$ cat config.mk
export PLATFORM = sky130hd
export DESIGN_NAME = accelerator_tensor_sequencer
export DESIGN_NICKNAME = d
export VERILOG_FILES = /design/src/rtl/accelerator_sequencer_pkg.sv /design/src/rtl/accelerator_index_counter.sv /design/src/rtl/accelerator_tensor_sequencer.sv
export SDC_FILE = /design/constraint.sdc
export NUM_CORES = 1
export LEC_CHECK = 0
export ABC_AREA = 1
export CAP_MARGIN = 40
export CORE_MARGIN = 10
export CORE_UTILIZATION = 50
export CTS_CLUSTER_DIAMETER = 100
export CTS_CLUSTER_SIZE = 40
export DETAILED_ROUTE_END_ITERATION = 8
export GPL_ROUTABILITY_DRIVEN = 0
export PLACE_DENSITY = 0.8
export SLEW_MARGIN = 20
export SYNTH_ARGS = -nofsm -noshare
export SYNTH_HDL_FRONTEND = slang
export SYNTH_HIERARCHICAL = 1
export SYNTH_SLANG_ARGS = --single-unit
$ cat constraint.sdc
create_clock -name CLK -period 4.7 [get_ports CLK]
set_input_delay 1.175 -clock CLK [delete_from_list [all_inputs] [get_ports CLK]]
set_output_delay 1.175 -clock CLK [all_outputs]
set_load 0.03 [all_outputs]
$ cat src/rtl/accelerator_sequencer_pkg.sv
// Shared types and helpers for the tensor operand sequencer.
package accelerator_sequencer_pkg;

  typedef enum logic [0:0] {
    IDLE   = 1'b0,
    STREAM = 1'b1
  } seq_state_t;

  localparam logic SINGLE    = 1'b0;
  localparam logic BROADCAST = 1'b1;

  // One bit of the channel mask: set for every channel in broadcast,
  // otherwise only for the selected channel.
  function automatic logic channel_mask_bit(input logic mode,
                                            input logic [31:0] sel,
                                            input logic [31:0] ch);
    return (mode == BROADCAST) || (sel == ch);
  endfunction

endpackage

$ cat src/rtl/accelerator_index_counter.sv
// Two-level wrap counter: j walks a row, i advances when j wraps.
module accelerator_index_counter
  import accelerator_sequencer_pkg::*;
#(
  parameter int CONTROL_SIZE = 64
) (
  input  logic                    i_clk,
  input  logic                    i_rst,
  input  logic                    i_clear,
  input  logic                    i_advance,
  input  logic [CONTROL_SIZE-1:0] i_size_i,
  input  logic [CONTROL_SIZE-1:0] i_size_j,
  output logic [CONTROL_SIZE-1:0] o_i,
  output logic [CONTROL_SIZE-1:0] o_j,
  output logic                    o_last,
  output logic                    o_row_start
);

  localparam logic [CONTROL_SIZE-1:0] ZERO = {CONTROL_SIZE{1'b0}};
  localparam logic [CONTROL_SIZE-1:0] ONE  = {{(CONTROL_SIZE-1){1'b0}}, 1'b1};

  logic [CONTROL_SIZE-1:0] r_i;
  logic [CONTROL_SIZE-1:0] r_j;
  logic                    w_j_wrap;
  logic                    w_i_wrap;

  assign w_j_wrap    = (r_j == (i_size_j - ONE));
  assign w_i_wrap    = (r_i == (i_size_i - ONE));
  assign o_i         = r_i;
  assign o_j         = r_j;
  assign o_last      = w_i_wrap & w_j_wrap;
  assign o_row_start = (r_j == ZERO);

  // Advance j on every accepted element; wrap j and step i at row end.
  always_ff @(posedge i_clk) begin
    if (i_rst || i_clear) begin
      r_i <= ZERO;
      r_j <= ZERO;
    end else if (i_advance) begin
      if (w_j_wrap) begin
        r_j <= ZERO;
        r_i <= w_i_wrap ? ZERO : (r_i + ONE);
      end else begin
        r_j <= r_j + ONE;
      end
    end
  end

endmodule

$ cat src/rtl/accelerator_tensor_sequencer.sv
// Generic two-level operand sequencer: streams a SIZE_I x SIZE_J job to
// one operand channel or to all channels, with outer/inner strobes.
module accelerator_tensor_sequencer
  import accelerator_sequencer_pkg::*;
#(
  parameter int DATA_SIZE    = 64,
  parameter int CONTROL_SIZE = 64,
  parameter int CHANNELS     = 4
) (
  input  logic                        CLK,
  input  logic                        RST,
  input  logic                        START,
  input  logic                        MODE,
  input  logic [$clog2(CHANNELS)-1:0] CHANNEL_SELECT,
  input  logic [DATA_SIZE-1:0]        SIZE_I_IN,
  input  logic [DATA_SIZE-1:0]        SIZE_J_IN,
  input  logic [DATA_SIZE-1:0]        DATA_IN,
  input  logic                        DATA_IN_VALID,
  output logic                        DATA_IN_READY,
  input  logic                        STALL,
  output logic [DATA_SIZE-1:0]        DATA_OUT,
  output logic [CHANNELS-1:0]         I_ENABLE,
  output logic [CHANNELS-1:0]         J_ENABLE,
  output logic [CONTROL_SIZE-1:0]     I_INDEX,
  output logic [CONTROL_SIZE-1:0]     J_INDEX,
  output logic                        BUSY,
  output logic                        READY
);

  localparam int SEL_W = $clog2(CHANNELS);
  localparam logic [CONTROL_SIZE-1:0] CZERO = {CONTROL_SIZE{1'b0}};

  seq_state_t                r_state;
  seq_state_t                w_state_next;
  logic                      r_mode;
  logic [SEL_W-1:0]          r_sel;
  logic [CONTROL_SIZE-1:0]   r_size_i;
  logic [CONTROL_SIZE-1:0]   r_size_j;
  logic [DATA_SIZE-1:0]      r_data;
  logic [CHANNELS-1:0]       r_i_en;
  logic [CHANNELS-1:0]       r_j_en;
  logic [CONTROL_SIZE-1:0]   r_i_index;
  logic [CONTROL_SIZE-1:0]   r_j_index;
  logic                      r_busy;
  logic                      r_ready;

  logic [CONTROL_SIZE-1:0]   w_size_i_in;
  logic [CONTROL_SIZE-1:0]   w_size_j_in;
  logic                      w_in_ready;
  logic                      w_accept;
  logic                      w_start_ok;
  logic                      w_start_zero;
  logic [CHANNELS-1:0]       w_mask;
  logic [CONTROL_SIZE-1:0]   w_cnt_i;
  logic [CONTROL_SIZE-1:0]   w_cnt_j;
  logic                      w_last;
  logic                      w_row_start;

  // Only the low CONTROL_SIZE bits of the requested sizes matter.
  assign w_size_i_in = SIZE_I_IN[CONTROL_SIZE-1:0];
  assign w_size_j_in = SIZE_J_IN[CONTROL_SIZE-1:0];

  assign w_in_ready    = (r_state == STREAM) & ~STALL;
  assign w_accept      = w_in_ready & DATA_IN_VALID;
  assign DATA_IN_READY = w_in_ready;

  assign DATA_OUT = r_data;
  assign I_ENABLE = r_i_en;
  assign J_ENABLE = r_j_en;
  assign I_INDEX  = r_i_index;
  assign J_INDEX  = r_j_index;
  assign BUSY     = r_busy;
  assign READY    = r_ready;

  accelerator_index_counter #(
    .CONTROL_SIZE(CONTROL_SIZE)
  ) u_index_counter (
    .i_clk       (CLK),
    .i_rst       (RST),
    .i_clear     (w_start_ok),
    .i_advance   (w_accept),
    .i_size_i    (r_size_i),
    .i_size_j    (r_size_j),
    .o_i         (w_cnt_i),
    .o_j         (w_cnt_j),
    .o_last      (w_last),
    .o_row_start (w_row_start)
  );

  // Target channel mask from the latched mode and channel select.
  always_comb begin
    w_mask = {CHANNELS{1'b0}};
    for (int c = 0; c < CHANNELS; c++) begin
      w_mask[c] = channel_mask_bit(r_mode, 32'(r_sel), 32'(c));
    end
  end

  // Next state: start a job on a non-empty START, finish on the last accept.
  always_comb begin
    w_state_next = r_state;
    w_start_ok   = 1'b0;
    w_start_zero = 1'b0;
    case (r_state)
      IDLE: begin
        if (START) begin
          if ((w_size_i_in != CZERO) && (w_size_j_in != CZERO)) begin
            w_state_next = STREAM;
            w_start_ok   = 1'b1;
          end else begin
            w_start_zero = 1'b1;
          end
        end else begin
          w_state_next = IDLE;
        end
      end
      STREAM: begin
        if (w_accept && w_last) begin
          w_state_next = IDLE;
        end else begin
          w_state_next = STREAM;
        end
      end
      default: w_state_next = IDLE;
    endcase
  end

  // State, configuration latch and registered element/strobe outputs.
  always_ff @(posedge CLK) begin
    if (RST) begin
      r_state   <= IDLE;
      r_mode    <= 1'b0;
      r_sel     <= {SEL_W{1'b0}};
      r_size_i  <= CZERO;
      r_size_j  <= CZERO;
      r_data    <= {DATA_SIZE{1'b0}};
      r_i_en    <= {CHANNELS{1'b0}};
      r_j_en    <= {CHANNELS{1'b0}};
      r_i_index <= CZERO;
      r_j_index <= CZERO;
      r_busy    <= 1'b0;
      r_ready   <= 1'b0;
    end else begin
      r_state <= w_state_next;
      r_busy  <= (w_state_next == STREAM);
      if (w_start_ok || w_start_zero) begin
        r_mode   <= MODE;
        r_sel    <= CHANNEL_SELECT;
        r_size_i <= w_size_i_in;
        r_size_j <= w_size_j_in;
      end
      if (w_accept) begin
        r_data    <= DATA_IN;
        r_i_index <= w_cnt_i;
        r_j_index <= w_cnt_j;
        r_j_en    <= w_mask;
        r_i_en    <= w_row_start ? w_mask : {CHANNELS{1'b0}};
        r_ready   <= w_last;
      end else begin
        r_j_en  <= {CHANNELS{1'b0}};
        r_i_en  <= {CHANNELS{1'b0}};
        r_ready <= w_start_zero;
      end
    end
  end

endmodule
==> out/qor.yml <==
relSlewSlack_pct: 36.3
synth_fa_ha_area_share_pct: 0.229
grt_start_max_net_pins: 193
routedWlPerCell_um: 18.3
cp.required_ns: 5.21
power_density_nw_per_um2: 252
netlist_top_cells_count: "nand2_1 (1371), nor2_1 (878), dfxtp_1 (461)"
synth_mux_area_share_pct: 0
switching_power_uw: 2650
ctsResizeCount: 0
core_area_um2: 54000
io_buffers: 402
hold_viol_final: 0
startpoint_type: "flop"
grt_pass1_wl_um: 151000
cts_setup_buffers: 0
worst_slack_ns: 0.623
synth-xor-area-share_pct: 6.49
synth_ff_type: "dfxtp_1"
ys_ff_latch: 461
grt_pass1_vias: 27600
cts_tree: "done"
layout.nets: 4971
combPwrFrac_pct: 19.4
synth_top_family_by_area: "simple AND/OR/NAND/NOR gates"
min_period_ns: 4.08
die_h_um: 254
async_reset_ff_share_pct: 0
ys_warn_count: 6
synthCells: 4478
synth_top_area_cell: "dfxtp_1"
yosysMostFrequentCell: "nand2_1"
hpwlAfterDp_um: 78300
cp-end-kind: "flop"
first_pass_iters: 6
p_seq_share_pct: 51.0
syn_nets: 4683
remaining_drc_errors: 0
design.die.area_um2: 64500
setup_viol: 0
ys_top_cells_by_area: "dfxtp_1 (34%), nand2_1 (19%), nor2_1 (12%), a21oi_1 (6.1%), nand3_1 (4.7%)"
routed_wl_um: 100000
fin_cells: 5475
crit_type: "flop to flop"
grt-ovfl-total: 0
ir_drop_v: 0.000295
via_per_inst: 5.53
io_pins: 403
finalClockSkew_ns: 0.0662
outcome: "complete, no violations"
worst_slew_pin_slew_ns: 0.955
htreeDepth: 1
arrival_ns: 4.59
internal_power_uw: 5540
syn_to_final_growth_pct: 18.9
drive_gt1_share_pct: 2.76
synth-edff-count: 0
syn_area_per_cell_um2: 6.11
power_frac_clock_pct: 29.6
antenna_found_initial: 2
clkTransAtPathRegs_ns: 0.15
power.leakage_uw: 0.0126
die_w_um: 254
drtIter0Drc: 3674
crit_fanout: 41
cts.sinks: 461
rows: 85
start_util_pct: 50.7
synth_simple_gate_area_share_pct: 42.6
rsz0062_at_grt: "no"
clock_latency_ns: 0.62
pre_cts_slack_ns: 0.556
synth-compound-area-share_pct: 9.43
synth.distinct_cells: 44
numCtsBuffers: 20
synth.cell_area_um2: 27400
fin_tns_setup_ns: 0
postRouteAntennaNets: 0
drv_cap: 0
switching_share_pct: 32.4
grtUsageTotal_pct: 29.5
fin_crit_sh_pct: 86.8
hold_class: "flop to flop"
clock.fmax_mhz: 245
route.vias.total: 30300
hold_buffers: 0
synth_top_area_share_pct: 33.7
dp_cells: 5438
clock_path_buffers: 3
cts-root-buf: "clkbuf_16"
seq_area_frac_synth_pct: 33.7
slew_violations: 0
[power groups by stage]
stage	Clock, µW	Sequential (µW)	Combinational (µW)
after floorplan	0	4230	1030
after global placement	0	4250	1540
after detailed placement	0	4260	1550
after CTS	2470	4170	1560
after global routing	2600	4190	1760
final	2430	4180	1590
[worst paths after layout]
| check | startpoint | end | slack (ns) | cells after the start |
|---|---|---|---|---|
| setup / recovery | r_size_j[0] | u_index_counter/o_j[34] | 0.62 | 17 |
| hold / removal | I_INDEX[33] | I_INDEX[33] | 0.47 | 2 |
| setup reg to reg | r_size_j[0] | u_index_counter/o_j[34] | 0.62 | 17 |
| hold reg to reg | I_INDEX[33] | I_INDEX[33] | 0.47 | 2 |
[through the flow]
stage	hold WS, ns	cell area [µm²]	utilization (%)	total power [µW]
after floorplan	0.437	27400	-	5270
after global placement	0.451	31700	58.7	5790
after detailed placement	0.455	31800	58.8	5810
after CTS	0.473	32500	60.2	8210
after global routing	0.490	32500	60.2	8550
final	0.471	32500	60.2	8200
[placed cells by master, fill, tap and decap left out, types with 82 or more instances in the layout]
cell / count
xor2_1: 132
nand2_1: 1371
nand4_1: 82
o21ai_0: 150
a21oi_1: 335
inv_1: 334
clkdlybuf4s50_1: 401
nand3_1: 257
nor2_1: 878
dfxtp_1: 461
[state kept, by name, summed over array words and instances, names as in the netlist]
signal and cells:
r_sel 2, J_INDEX 64, J_ENABLE 4, I_INDEX 64, BUSY 1, r_mode 1
r_size_j 64, r_size_i 64, I_ENABLE 4, DATA_OUT 64, READY 1, u_index_counter/o_j 64
u_index_counter/o_i 64
[worst max-delay path, stage by stage (launching register included)]
cell,delay [ns]
dfxtp_1,0.37
inv_2,0.07
ha_1,0.29
nand2_2,0.17
nor2_8,0.19
nand2_2,0.10
nor2_4,0.33
nand2_1,0.12
xor2_1,0.43
nand3_1,0.15
nor2_1,0.11
nand2_1,0.05
nor2_1,0.27
nand3_1,0.22
nand2_2,0.40
inv_2,0.42
nand3_1,0.19
inv_1,0.06
[metal layers]
layer | vias to the layer above | track usage (%) | part of all wire, %
met3 | 359 | 4.38 | 9.5
met2 | 1658 | 50.0 | 47
met4 | 0 | 17.0 | 6.5
met5 | - | 0 | 0
li1 | 14800 | - | -
met1 | 13500 | 35.1 | 37
[cells by family after synthesis]
logic type               after synthesis
AND/OR/NAND/NOR                     2805
AO/OA/AOI/OAI                        507
buffers and inverters                502
flip-flops                           461
XOR/XNOR                             198
adder cells (fa/ha/maj)                5
[final cells by class]
type / instances / area, µm²
repair buffers: 425 / 4270
flip-flops and latches: 461 / 9230
clock inverters: 11 / 234
well taps: 696 / 871
diodes: 2 / 5.00
inverters: 343 / 1300
fillers: 5303 / 21500
multi-input cells: 3515 / 16100
clock buffers: 22 / 539
Note: power is estimated with default switching activity, not from simulation.
